[config.mk]
export PLATFORM = sky130hd
export DESIGN_NAME = imem_dmem_arbiter_flat
export DESIGN_NICKNAME = d
export VERILOG_FILES = /design/src/rtl/imem_dmem_arbiter_if.sv /design/src/rtl/imem_dmem_arbiter.sv /design/src/flat_wrapper.sv
export SDC_FILE = /design/constraint.sdc
export NUM_CORES = 1
export LEC_CHECK = 0
export BUFFER_PORTS_ARGS = -buffer_cell sky130_fd_sc_hd__buf_4
export CORE_AREA = 8 8 100 102
export DETAILED_ROUTE_END_ITERATION = 12
export DIE_AREA = 0 0 108 110
export SLEW_MARGIN = 15
export SYNTH_ARGS = -nofsm -noshare
export SYNTH_HDL_FRONTEND = slang
export SYNTH_SLANG_ARGS = --single-unit
[constraint.sdc]
create_clock -name clk -period 2.75 [get_ports clk]
set_clock_uncertainty 0.05 [all_clocks]
set_input_delay 0.6875 -clock clk [delete_from_list [all_inputs] [get_ports clk]]
set_output_delay 0.6875 -clock clk [all_outputs]
set_load 0.02 [all_outputs]
[src/rtl/imem_dmem_arbiter_if.sv]
// Bundle of the fetch, data and memory-side signals around the imem/dmem arbiter.
// The slave modport is the arbiter's view. The master modport is the view of the core plus memory.
interface imem_dmem_arbiter_if #(
  parameter int DATA_WIDTH = 32,
  parameter int ADDR_WIDTH = 32
);
  logic                    if_req;
  logic [ADDR_WIDTH-1:0]   if_addr;
  logic                    if_flush;
  logic                    if_gnt;
  logic                    if_rvalid;
  logic [DATA_WIDTH-1:0]   if_rdata;

  logic                    d_req;
  logic                    d_we;
  logic [ADDR_WIDTH-1:0]   d_addr;
  logic [DATA_WIDTH-1:0]   d_wdata;
  logic [DATA_WIDTH/8-1:0] d_be;
  logic                    d_gnt;
  logic                    d_rvalid;
  logic [DATA_WIDTH-1:0]   d_rdata;

  logic                    mem_req;
  logic                    mem_we;
  logic [ADDR_WIDTH-1:0]   mem_addr;
  logic [DATA_WIDTH-1:0]   mem_wdata;
  logic [DATA_WIDTH/8-1:0] mem_be;
  logic [DATA_WIDTH-1:0]   mem_rdata;

  modport slave (
    input  if_req, if_addr, if_flush, d_req, d_we, d_addr, d_wdata, d_be, mem_rdata,
    output if_gnt, if_rvalid, if_rdata, d_gnt, d_rvalid, d_rdata,
    output mem_req, mem_we, mem_addr, mem_wdata, mem_be
  );

  modport master (
    output if_req, if_addr, if_flush, d_req, d_we, d_addr, d_wdata, d_be, mem_rdata,
    input  if_gnt, if_rvalid, if_rdata, d_gnt, d_rvalid, d_rdata,
    input  mem_req, mem_we, mem_addr, mem_wdata, mem_be
  );
endinterface

[src/rtl/imem_dmem_arbiter.sv]
// Single-port memory arbiter: combinational same-cycle grant with data priority, and 1-cycle read responses routed by owner.
// Optional fetch starvation guard is enabled by defining IMEM_STARVE_GUARD_EN.
module imem_dmem_arbiter #(
  parameter int DATA_WIDTH  = 32,
  parameter int ADDR_WIDTH  = 32,
  parameter int MAX_IF_WAIT = 4
) (
  input  logic                 clk,
  input  logic                 arst_n,
  imem_dmem_arbiter_if.slave   bus
);

  localparam logic [1:0] RESP_NONE = 2'd0;
  localparam logic [1:0] RESP_IF   = 2'd1;
  localparam logic [1:0] RESP_D    = 2'd2;

  logic [1:0] r_resp;
  logic       w_force_if;
  logic       w_if_gnt;
  logic       w_d_gnt;

`ifdef IMEM_STARVE_GUARD_EN
  localparam int                WAIT_W   = $clog2(MAX_IF_WAIT + 1);
  localparam logic [WAIT_W-1:0] WAIT_MAX = WAIT_W'(MAX_IF_WAIT);

  logic [WAIT_W-1:0] r_wait;

  assign w_force_if = bus.if_req && (r_wait == WAIT_MAX);

  always_ff @(posedge clk or negedge arst_n) begin
    if (!arst_n) begin
      r_wait <= '0;
    end else if (!bus.if_req || w_if_gnt) begin
      r_wait <= '0;
    end else if (r_wait != WAIT_MAX) begin
      r_wait <= r_wait + 1'b1;
    end
  end
`else
  assign w_force_if = 1'b0;
`endif

  // Grants are gated by arst_n so nothing reaches memory while reset is held.
  assign w_d_gnt  = arst_n & bus.d_req & ~w_force_if;
  assign w_if_gnt = arst_n & bus.if_req & ~w_d_gnt;

  assign bus.d_gnt  = w_d_gnt;
  assign bus.if_gnt = w_if_gnt;

  always_comb begin
    bus.mem_req   = w_d_gnt | w_if_gnt;
    bus.mem_we    = 1'b0;
    bus.mem_addr  = '0;
    bus.mem_wdata = '0;
    bus.mem_be    = '0;
    if (w_d_gnt) begin
      bus.mem_we    = bus.d_we;
      bus.mem_addr  = bus.d_addr;
      bus.mem_wdata = bus.d_wdata;
      bus.mem_be    = bus.d_be;
    end else if (w_if_gnt) begin
      bus.mem_addr  = bus.if_addr;
      bus.mem_be    = '1;
    end
  end

  // Stores never return data, so they leave the owner register empty.
  always_ff @(posedge clk or negedge arst_n) begin
    if (!arst_n) begin
      r_resp <= RESP_NONE;
    end else if (w_d_gnt) begin
      r_resp <= bus.d_we ? RESP_NONE : RESP_D;
    end else if (w_if_gnt) begin
      r_resp <= RESP_IF;
    end else begin
      r_resp <= RESP_NONE;
    end
  end

  logic w_if_rvalid;
  logic w_d_rvalid;

  assign w_if_rvalid   = (r_resp == RESP_IF) && !bus.if_flush;
  assign w_d_rvalid    = (r_resp == RESP_D);

  assign bus.if_rvalid = w_if_rvalid;
  assign bus.if_rdata  = w_if_rvalid ? bus.mem_rdata : '0;
  assign bus.d_rvalid  = w_d_rvalid;
  assign bus.d_rdata   = w_d_rvalid ? bus.mem_rdata : '0;

endmodule
[src/flat_wrapper.sv]
// flat-port wrapper written by rule: the top's interface ports become plain ports
module imem_dmem_arbiter_flat 
#(
  parameter int DATA_WIDTH  = 32,
  parameter int ADDR_WIDTH  = 32,
  parameter int MAX_IF_WAIT = 4
)
  (clk, arst_n, bus_if_req, bus_if_addr, bus_if_flush, bus_d_req, bus_d_we, bus_d_addr, bus_d_wdata, bus_d_be, bus_mem_rdata, bus_if_gnt, bus_if_rvalid, bus_if_rdata, bus_d_gnt, bus_d_rvalid, bus_d_rdata, bus_mem_req, bus_mem_we, bus_mem_addr, bus_mem_wdata, bus_mem_be);
  imem_dmem_arbiter_if #(.DATA_WIDTH(DATA_WIDTH), .ADDR_WIDTH(ADDR_WIDTH)) bus_i ();
  input  logic clk;
  input  logic arst_n;
  input wire logic [$bits(bus_i.if_req)-1:0] bus_if_req;
  input wire logic [$bits(bus_i.if_addr)-1:0] bus_if_addr;
  input wire logic [$bits(bus_i.if_flush)-1:0] bus_if_flush;
  input wire logic [$bits(bus_i.d_req)-1:0] bus_d_req;
  input wire logic [$bits(bus_i.d_we)-1:0] bus_d_we;
  input wire logic [$bits(bus_i.d_addr)-1:0] bus_d_addr;
  input wire logic [$bits(bus_i.d_wdata)-1:0] bus_d_wdata;
  input wire logic [$bits(bus_i.d_be)-1:0] bus_d_be;
  input wire logic [$bits(bus_i.mem_rdata)-1:0] bus_mem_rdata;
  output wire logic [$bits(bus_i.if_gnt)-1:0] bus_if_gnt;
  output wire logic [$bits(bus_i.if_rvalid)-1:0] bus_if_rvalid;
  output wire logic [$bits(bus_i.if_rdata)-1:0] bus_if_rdata;
  output wire logic [$bits(bus_i.d_gnt)-1:0] bus_d_gnt;
  output wire logic [$bits(bus_i.d_rvalid)-1:0] bus_d_rvalid;
  output wire logic [$bits(bus_i.d_rdata)-1:0] bus_d_rdata;
  output wire logic [$bits(bus_i.mem_req)-1:0] bus_mem_req;
  output wire logic [$bits(bus_i.mem_we)-1:0] bus_mem_we;
  output wire logic [$bits(bus_i.mem_addr)-1:0] bus_mem_addr;
  output wire logic [$bits(bus_i.mem_wdata)-1:0] bus_mem_wdata;
  output wire logic [$bits(bus_i.mem_be)-1:0] bus_mem_be;
  assign bus_i.if_req = bus_if_req;
  assign bus_i.if_addr = bus_if_addr;
  assign bus_i.if_flush = bus_if_flush;
  assign bus_i.d_req = bus_d_req;
  assign bus_i.d_we = bus_d_we;
  assign bus_i.d_addr = bus_d_addr;
  assign bus_i.d_wdata = bus_d_wdata;
  assign bus_i.d_be = bus_d_be;
  assign bus_i.mem_rdata = bus_mem_rdata;
  assign bus_if_gnt = bus_i.if_gnt;
  assign bus_if_rvalid = bus_i.if_rvalid;
  assign bus_if_rdata = bus_i.if_rdata;
  assign bus_d_gnt = bus_i.d_gnt;
  assign bus_d_rvalid = bus_i.d_rvalid;
  assign bus_d_rdata = bus_i.d_rdata;
  assign bus_mem_req = bus_i.mem_req;
  assign bus_mem_we = bus_i.mem_we;
  assign bus_mem_addr = bus_i.mem_addr;
  assign bus_mem_wdata = bus_i.mem_wdata;
  assign bus_mem_be = bus_i.mem_be;
  imem_dmem_arbiter #(.DATA_WIDTH(DATA_WIDTH), .ADDR_WIDTH(ADDR_WIDTH), .MAX_IF_WAIT(MAX_IF_WAIT)) u_core (.clk(clk), .arst_n(arst_n), .bus(bus_i));
endmodule
==> results.py, run 1 <==
metrics = {
    "outcome": {
        "status": "finished clean",
    },
    "placed_design": {
        "portBuffers": 275,
        "dpl.hpwl_microns": 8860,
        "dpl_cell_area_sq_um": 3570,
        "gp_routability_congestion": 0.842,
    },
    "die": {
        "core_area_sq_um": 8470,
        "start_util_pct": 17.5,
        "die-area_sq_um": 11900,
        "die_y_microns": 110,
        "pin_count": 276,
        "die_x_microns": 108,
        "num_rows": 34,
    },
    "layout": {
        "max_flop_register": "u_core.r_resp",
        "design_area_sq_um": 3620,
        "antenna_cells": 0,
        "layout.nets": 637,
        "final_common_cell": "buf_4",
        "syn2layout_area_growth_pct": 144,
        "fill_cells": 856,
        "finish.utilization_pct": 42.7,
        "drive_above_1_share_pct": 60.2,
        "largest_reg_flops": 2,
        "reg_top3": "u_core.r_resp: 2 flops",
        "final_cell_mix": "278 x buf_4, 53 x and2_1, 36 x nand2_1, 36 x a21oi_1, 33 x and3_1",
    },
    "synthesis": {
        "ys_ff_latch": 2,
        "syn_inst": 241,
        "syn-cell-area_sq_um": 1480,
        "ys_seq_area_share_pct": 3.38,
        "synth.avg_cell_area_sq_um": 6.14,
        "ys_types": 18,
        "yosysWarnings": 0,
        "synth_fp_nets": 379,
    },
    "global_routing": {
        "antenna_found_initial": 2,
        "grt_pass1_vias": 2620,
        "grt_max_degree": 47,
        "overflow": 0,
        "grt_first_pass_wirelength_microns": 14700,
        "track_usage_pct": 15.7,
    },
    "routing": {
        "met3_length_microns": 1330,
        "routed.top_layer": "met5",
        "antenna_left": 0,
        "viasPerCell": 4.35,
        "drtIter0Drc": 84,
        "post_drt_wl_per_cell_microns": 17.2,
        "wl_met2_microns": 5180,
        "vias": 2629,
        "drt_wl_total_microns": 10400,
        "wl_met1_microns": 3690,
        "first_pass_iters": 6,
        "drc": 0,
    },
    "critical_path": {
        "crit_end": "bus_mem_addr[30]",
        "startpoint": "bus_d_req",
        "path_max_fanout": 46,
        "start_kind": "input port",
        "cp.required_ps": 2010,
        "end_kind": "primary output",
        "crit_type": "in -> out",
        "worstPathArrival_ps": 1620,
    },
    "power": {
        "leakage_uw": 0.00207,
        "swShare_pct": 40.4,
        "p_sw_uw": 264,
        "clkPwrFrac_pct": 18.2,
        "ir_drop_mv": 0.0852,
        "seq_power_share_pct": 4.8,
        "comb_power_share_pct": 76.9,
        "total_power_uw": 654,
        "p_int_uw": 390,
        "power-per-cell-area_nw_per_um2": 181,
    },
    "sta": {
        "max_freq_mhz": 423,
        "fin_setup_tns_ps": 0,
        "finalHoldViolCount": 0,
        "period_minus_slack_ps": 2360,
        "period_share_pct": 85.9,
        "relSlewSlack_pct": 68.9,
        "setup-violations-final": 0,
        "slew_violations": 0,
        "rsz0062_at_grt": "false",
        "tightest_slew_ps": 467,
    },
    "clocking": {
        "path_clk_slew_ps": 30,
        "cts_buffers": 3,
        "cts_max_level": 1,
        "post_cts_buffers": 0,
        "clock_sinks": 2,
        "clk_path_buf_depth": 2,
        "cts_tree": "done",
        "hold_buffers": 0,
        "cts-resized-gates": 0,
        "cts-root-buf": "clkbuf_8",
    },
    "flow_run": {
        "drv_cap": 0,
    },
    "hold_path": {
        "hp-class": "in -> async",
    },
}
## synth_stat cells (all sizes together)
master  number  area (sq um)
and2        65           422
a21oi       36           180
nand2       36           135
and3        33           206
nand3b      32           240
buf         15           134
clkbuf      13          53.8
nor2         4          15.0
dfrtp        2          50.1
and2b        1          8.76
inv          1          3.75
nand2b       1          6.26
nor2b        1          6.26
nor3b        1          18.8
## per-layer routing
metal / vias up / global-route usage, %
li1: 1309 / -
met1: 1144 / 16.3
met2: 158 / 28.2
met3: 14 / 6.57
met4: 4 / 4.86
met5: - / 0
## power by group through the flow
stage / clock (uW) / sequential, uW / combinational (uW)
final: 119 / 31.6 / 503
after global routing: 127 / 31.7 / 540
after CTS: 124 / 31.6 / 509
after detailed placement: 0 / 31.9 / 507
after global placement: 0 / 31.9 / 503
after floorplan: 0 / 31.8 / 220
## how the worst min path moves through the flow
stage,from,to,slack [ps],depth (start not counted)
after floorplan,arst_n,u_core.r_resp[0],340,0
after global routing,arst_n,u_core.r_resp[1],450,2
final,arst_n,u_core.r_resp[1],440,2
after CTS,arst_n,u_core.r_resp[1],430,2
after global placement,arst_n,u_core.r_resp[0],650,2
after detailed placement,arst_n,u_core.r_resp[1],660,2
## stage by stage
stage	worst slack, ps	hold WS (ps)	std cells
final	388	436	605
after global routing	319	451	605
after CTS	411	429	605
after detailed placement	415	657	602
after global placement	424	647	602
after floorplan	560	342	241
## area by class of cell
| type | instances | area (sq um) | share of cell area (%) |
|---|---|---|---|
| inverter | 1 | 3.75 | 0.104 |
| timing repair buffer | 281 | 2150 | 59.4 |
| clock buffer | 3 | 41.3 | 1.14 |
| sequential | 2 | 50.0 | 1.38 |
| tap | 108 | 135 | 3.74 |
| multi-input combinational | 210 | 1240 | 34.3 |
## critical path, stage by stage
cell      delay, ps
buf_4           190
buf_12          190
nand3b_1        170
a21oi_1         190
buf_4           170
## cells by family after synthesis
| kind of cell | count (synthesis) | share of synthesized area (%) |
|---|---|---|
| and+or+nand+nor | 174 | 71.5 |
| AOI/OAI and AO/OA | 36 | 12.2 |
| buffers and inverters | 29 | 12.9 |
| DFF | 2 | 3.38 |
Note: power is estimated with default switching activity, not from simulation.
==> inputs of run 2 (changes only) <==
- CORE_AREA: 8 8 100 102 -> 8 8 101 103
- DIE_AREA: 0 0 108 110 -> 0 0 109 111
- clock period: 2.75 -> 2.7 ns (I/O delays scaled with it)
==> run 2 against run 1 <==
Against the previous run: critical path depth is the same; non-clock buffer count grew 1; die area grew 1.8%; sequential cell count is the same; sequential power grew 2%; wire length shrank 0.92%; utilization shrank 0.48 points.
==> results.py, run 2 (synthesis results as in run 1) <==
metrics = {
    "layout": {
        "layout.nets": 638,
        "syn2layout_area_growth_pct": 144,
        "fill_cells": 885,
        "antenna_cells": 0,
        "largest_reg_flops": 2,
        "final_cell_mix": "280 x buf_4, 53 x and2_1, 36 x nand2_1, 36 x a21oi_1, 33 x and3_1",
        "max_flop_register": "u_core.r_resp",
        "final_common_cell": "buf_4",
        "multi_input_area_sq_um": 1240,
        "register_area_sq_um": 50.0,
        "drive_above_1_share_pct": 60.2,
        "stdcell_count": 606,
        "reg_top3": "u_core.r_resp: 2 flops",
    },
    "critical_path": {
        "worstPathArrival_ps": 1650,
        "end_kind": "primary output",
        "start_kind": "input port",
        "crit_type": "in -> out",
        "path_max_fanout": 34,
        "cp.required_ps": 1980,
    },
    "global_routing": {
        "grt_max_degree": 37,
        "track_usage_pct": 15.1,
        "grt_pass1_vias": 2666,
        "overflow": 0,
        "grt_first_pass_wirelength_microns": 14600,
        "antenna_found_initial": 0,
    },
    "clocking": {
        "clk_path_buf_depth": 2,
        "cts_max_level": 1,
        "clock_sinks": 2,
        "cts-root-buf": "clkbuf_8",
        "post_cts_buffers": 0,
        "cts_tree": "done",
        "cts_buffers": 3,
        "hold_buffers": 0,
        "path_clk_slew_ps": 30,
        "cts-resized-gates": 0,
    },
    "routing": {
        "first_pass_iters": 5,
        "drtIter0Drc": 160,
        "drt_wl_total_microns": 10300,
        "viasPerCell": 4.39,
        "vias": 2660,
        "drc": 0,
        "post_drt_wl_per_cell_microns": 17.0,
        "antenna_left": 0,
    },
    "placed_design": {
        "portBuffers": 275,
        "dpl.hpwl_microns": 8830,
        "place_inst": 603,
        "gp_routability_congestion": 0.878,
    },
    "die": {
        "die_y_microns": 111,
        "num_rows": 34,
        "die-area_sq_um": 12100,
        "pin_count": 276,
        "core_area_sq_um": 8550,
        "die_x_microns": 109,
        "start_util_pct": 17.3,
    },
    "sta": {
        "period_share_pct": 88.1,
        "max_freq_mhz": 420,
        "fin_setup_tns_ps": 0,
        "finalHoldViolCount": 0,
        "period_minus_slack_ps": 2380,
        "relSlewSlack_pct": 71.1,
        "setup-violations-final": 0,
        "tightest_slew_ps": 433,
        "slew_violations": 0,
        "whs_ps": 403,
        "rsz0062_at_grt": "false",
    },
    "power": {
        "leakage_uw": 0.00208,
        "power-per-cell-area_nw_per_um2": 183,
        "ir_drop_mv": 0.0808,
    },
    "flow_run": {
        "drv_cap": 0,
    },
    "outcome": {
        "status": "finished clean",
    },
    "hold_path": {
        "hp-class": "in -> async",
    },
}
run 2: per-stage QoR:
stage	setup WS (ps)	power (uW)	utilization [%]	area (sq um)
floorplan	535	256	-	1480
global route	219	706	42.2	3610
detailed placement	334	546	41.7	3570
CTS	331	670	42.2	3610
finish	321	660	42.2	3610
global placement	360	542	41.7	3570
run 2: layout make-up:
class                           count  share of cell area [%]
Timing Repair Buffer              282                    59.3
Tap cell                          108                    3.74
Multi-Input combinational cell    210                    34.3
Inverter                            1                   0.104
Clock buffer                        3                    1.14
Sequential cell                     2                    1.39
run 2: where the power goes:
part           internal (uW)  total (uW)  leakage, uW  switching (uW)
Clock                   94.3         118    0.0000216            23.5
Combinational            270         510      0.00203             240
Sequential              31.4        32.1    0.0000269           0.763
Total                    396         660      0.00208             264
run 2: per-layer routing:
layer  global-route usage (%)  up-vias  share of wire (%)
met5                        0        -                  0
met4                     3.56        0               0.90
met3                     5.58        8                 13
met2                     28.0      166                 50
met1                     15.2     1175                 36
li1                         -     1311                  -
run 2: final timing paths:
path                               endpoint      start  cells after the start  slack, ps
max in group asynchronous  u_core.r_resp[1]     arst_n                      2       1980
min in group clk           u_core.r_resp[1]   bus_d_we                      2        630
min                        u_core.r_resp[0]     arst_n                      2        400
max                         bus_mem_addr[6]  bus_d_req                      5        320
run 2: worst max-delay path, cell delays in order:
cell     delay [ps]
buf_4           260
buf_4           340
nand2_1          90
a21oi_1         130
buf_4           160
==> inputs of run 3 (changes only) <==
- BUFFER_PORTS_ARGS: -buffer_cell sky130_fd_sc_hd__buf_4 -> default
- CORE_AREA: 8 8 101 103 -> 8 8 102 104
- DIE_AREA: 0 0 109 111 -> 0 0 110 112
- DONT_BUFFER_PORTS: default -> 1
==> run 3 against run 2 <==
Against the previous run: sequential cell count unchanged; die area up 1.8%; cell count down 46%; global-route usage down 5.8 points; clock power about the same; design area down 59%; utilization down 25 points; wire length down 30%; via count down 38%; maximum frequency up 8.4%; sequential power about the same; setup slack better by 180 ps; largest power group unchanged; highest routed layer unchanged.
==> results.py, run 3 (synthesis results as in run 1) <==
metrics = {
    "outcome": {
        "status": "finished clean",
    },
    "die": {
        "die-area_sq_um": 12300,
        "die_x_microns": 110,
        "core_area_sq_um": 8890,
        "num_rows": 35,
        "die_y_microns": 112,
        "pin_count": 276,
        "start_util_pct": 16.7,
    },
    "clocking": {
        "cts_buffers": 3,
        "clk_path_buf_depth": 2,
        "post_cts_buffers": 0,
        "cts_tree": "done",
        "hold_buffers": 0,
        "cts_max_level": 1,
        "cts-root-buf": "clkbuf_8",
        "cts-resized-gates": 0,
        "clock_sinks": 2,
        "path_clk_slew_ps": 30,
    },
    "sta": {
        "max_freq_mhz": 455,
        "rsz0062_at_grt": "false",
        "setup-violations-final": 0,
        "tightest_slew_ps": 652,
        "relSlewSlack_pct": 56.5,
        "slew_violations": 0,
        "period_share_pct": 81.3,
        "period_minus_slack_ps": 2200,
        "finalHoldViolCount": 0,
        "fin_setup_tns_ps": 0,
        "timing.final.ws_setup_ps": 505,
    },
    "routing": {
        "first_pass_iters": 4,
        "drc": 0,
        "drt_wl_total_microns": 7240,
        "drtIter0Drc": 94,
        "vias": 1652,
        "viasPerCell": 5.01,
        "antenna_left": 0,
        "post_drt_wl_per_cell_microns": 21.9,
    },
    "critical_path": {
        "end_kind": "primary output",
        "critPathTopFamily": "buffers and inverters",
        "crit_type": "in -> out",
        "cp_num_buf_inv": 2,
        "critPathSlowestCell": "inv_2",
        "worstPathArrival_ps": 1470,
        "startpoint": "arst_n",
        "slowest_delay_ps": 460,
        "start_kind": "input port",
        "worstPathCellList": "inv_2 -> a21oi_1 -> buf_4",
        "cp.required_ps": 1980,
        "path_max_fanout": 39,
    },
    "layout": {
        "fill_cells": 985,
        "syn2layout_area_growth_pct": 1.01,
        "drive_above_1_share_pct": 9.59,
        "antenna_cells": 0,
        "final_common_cell": "and2_1",
        "reg_top3": "u_core.r_resp: 2 flops",
        "final_cell_mix": "53 x and2_1, 36 x nand2_1, 36 x a21oi_1, 33 x and3_1, 32 x nand3b_1",
        "layout.nets": 359,
        "max_flop_register": "u_core.r_resp",
        "largest_reg_flops": 2,
    },
    "global_routing": {
        "grt_max_degree": 105,
        "grt_first_pass_wirelength_microns": 9130,
        "track_usage_pct": 9.25,
        "antenna_found_initial": 0,
        "overflow": 0,
        "grt_pass1_vias": 1594,
    },
    "power": {
        "ir_drop_mv": 0.0921,
        "leakage_uw": 0.000654,
        "power-per-cell-area_nw_per_um2": 237,
    },
    "hold_path": {
        "hp-class": "in -> async",
    },
    "placed_design": {
        "pre_cts_slack_ps": 497,
        "dpl.hpwl_microns": 6190,
        "gp_routability_congestion": 0.717,
        "portBuffers": 0,
    },
    "flow_run": {
        "drv_cap": 0,
    },
}
[run 3: changes by cell type in the layout (fill, tap and decap cells not counted), sizes merged]
cell / delta
buf: -279
[run 3: final timing paths]
path | endpoint | cells past startpoint
setup / recovery | bus_mem_addr[30] | 3
hold / removal | u_core.r_resp[0] | 0
min in group clk | u_core.r_resp[1] | 1
max in group asynchronous | u_core.r_resp[1] | 0
[run 3: cell type report]
class                   count  area [sq um]  share of cell area (%)
well taps                 111           139                    9.29
repair buffers              3          22.5                    1.51
multi-input cells         210          1240                    82.8
flip-flops and latches      2          50.0                    3.35
clock buffers               3          41.3                    2.76
inverters                   1          3.75                   0.251
[run 3: metal layers]
| metal | share of wire, % | wire length [microns] | GRT usage [%] |
|---|---|---|---|
| met1 | 37 | 2670 | 9.79 |
| met2 | 50 | 3590 | 18.1 |
| met3 | 13 | 970 | 1.96 |
| met4 | 0.22 | 16 | 1.08 |
| met5 | 0 | 0 | 0 |
[run 3: per-stage QoR]
stage / std cells / util, % / power (uW) / area [sq um] / hold slack [ps]
3_3_place_gp: 327 / 16.4 / 242 / 1450 / 330
2_1_floorplan: 241 / - / 256 / 1480 / 329
3_5_place_dp: 327 / 16.4 / 243 / 1450 / 330
4_1_cts: 330 / 16.8 / 364 / 1500 / 111
5_1_grt: 330 / 16.8 / 377 / 1500 / 103
6_report: 330 / 16.8 / 355 / 1500 / 116
[run 3: report_power, final]
part / leakage, uW / switching, uW / total (uW) / internal, uW
Sequential: 0.0000269 / 0.739 / 32.1 / 31.4
Clock: 0.0000216 / 21.4 / 115 / 94.1
Combinational: 0.000606 / 152 / 207 / 54.8
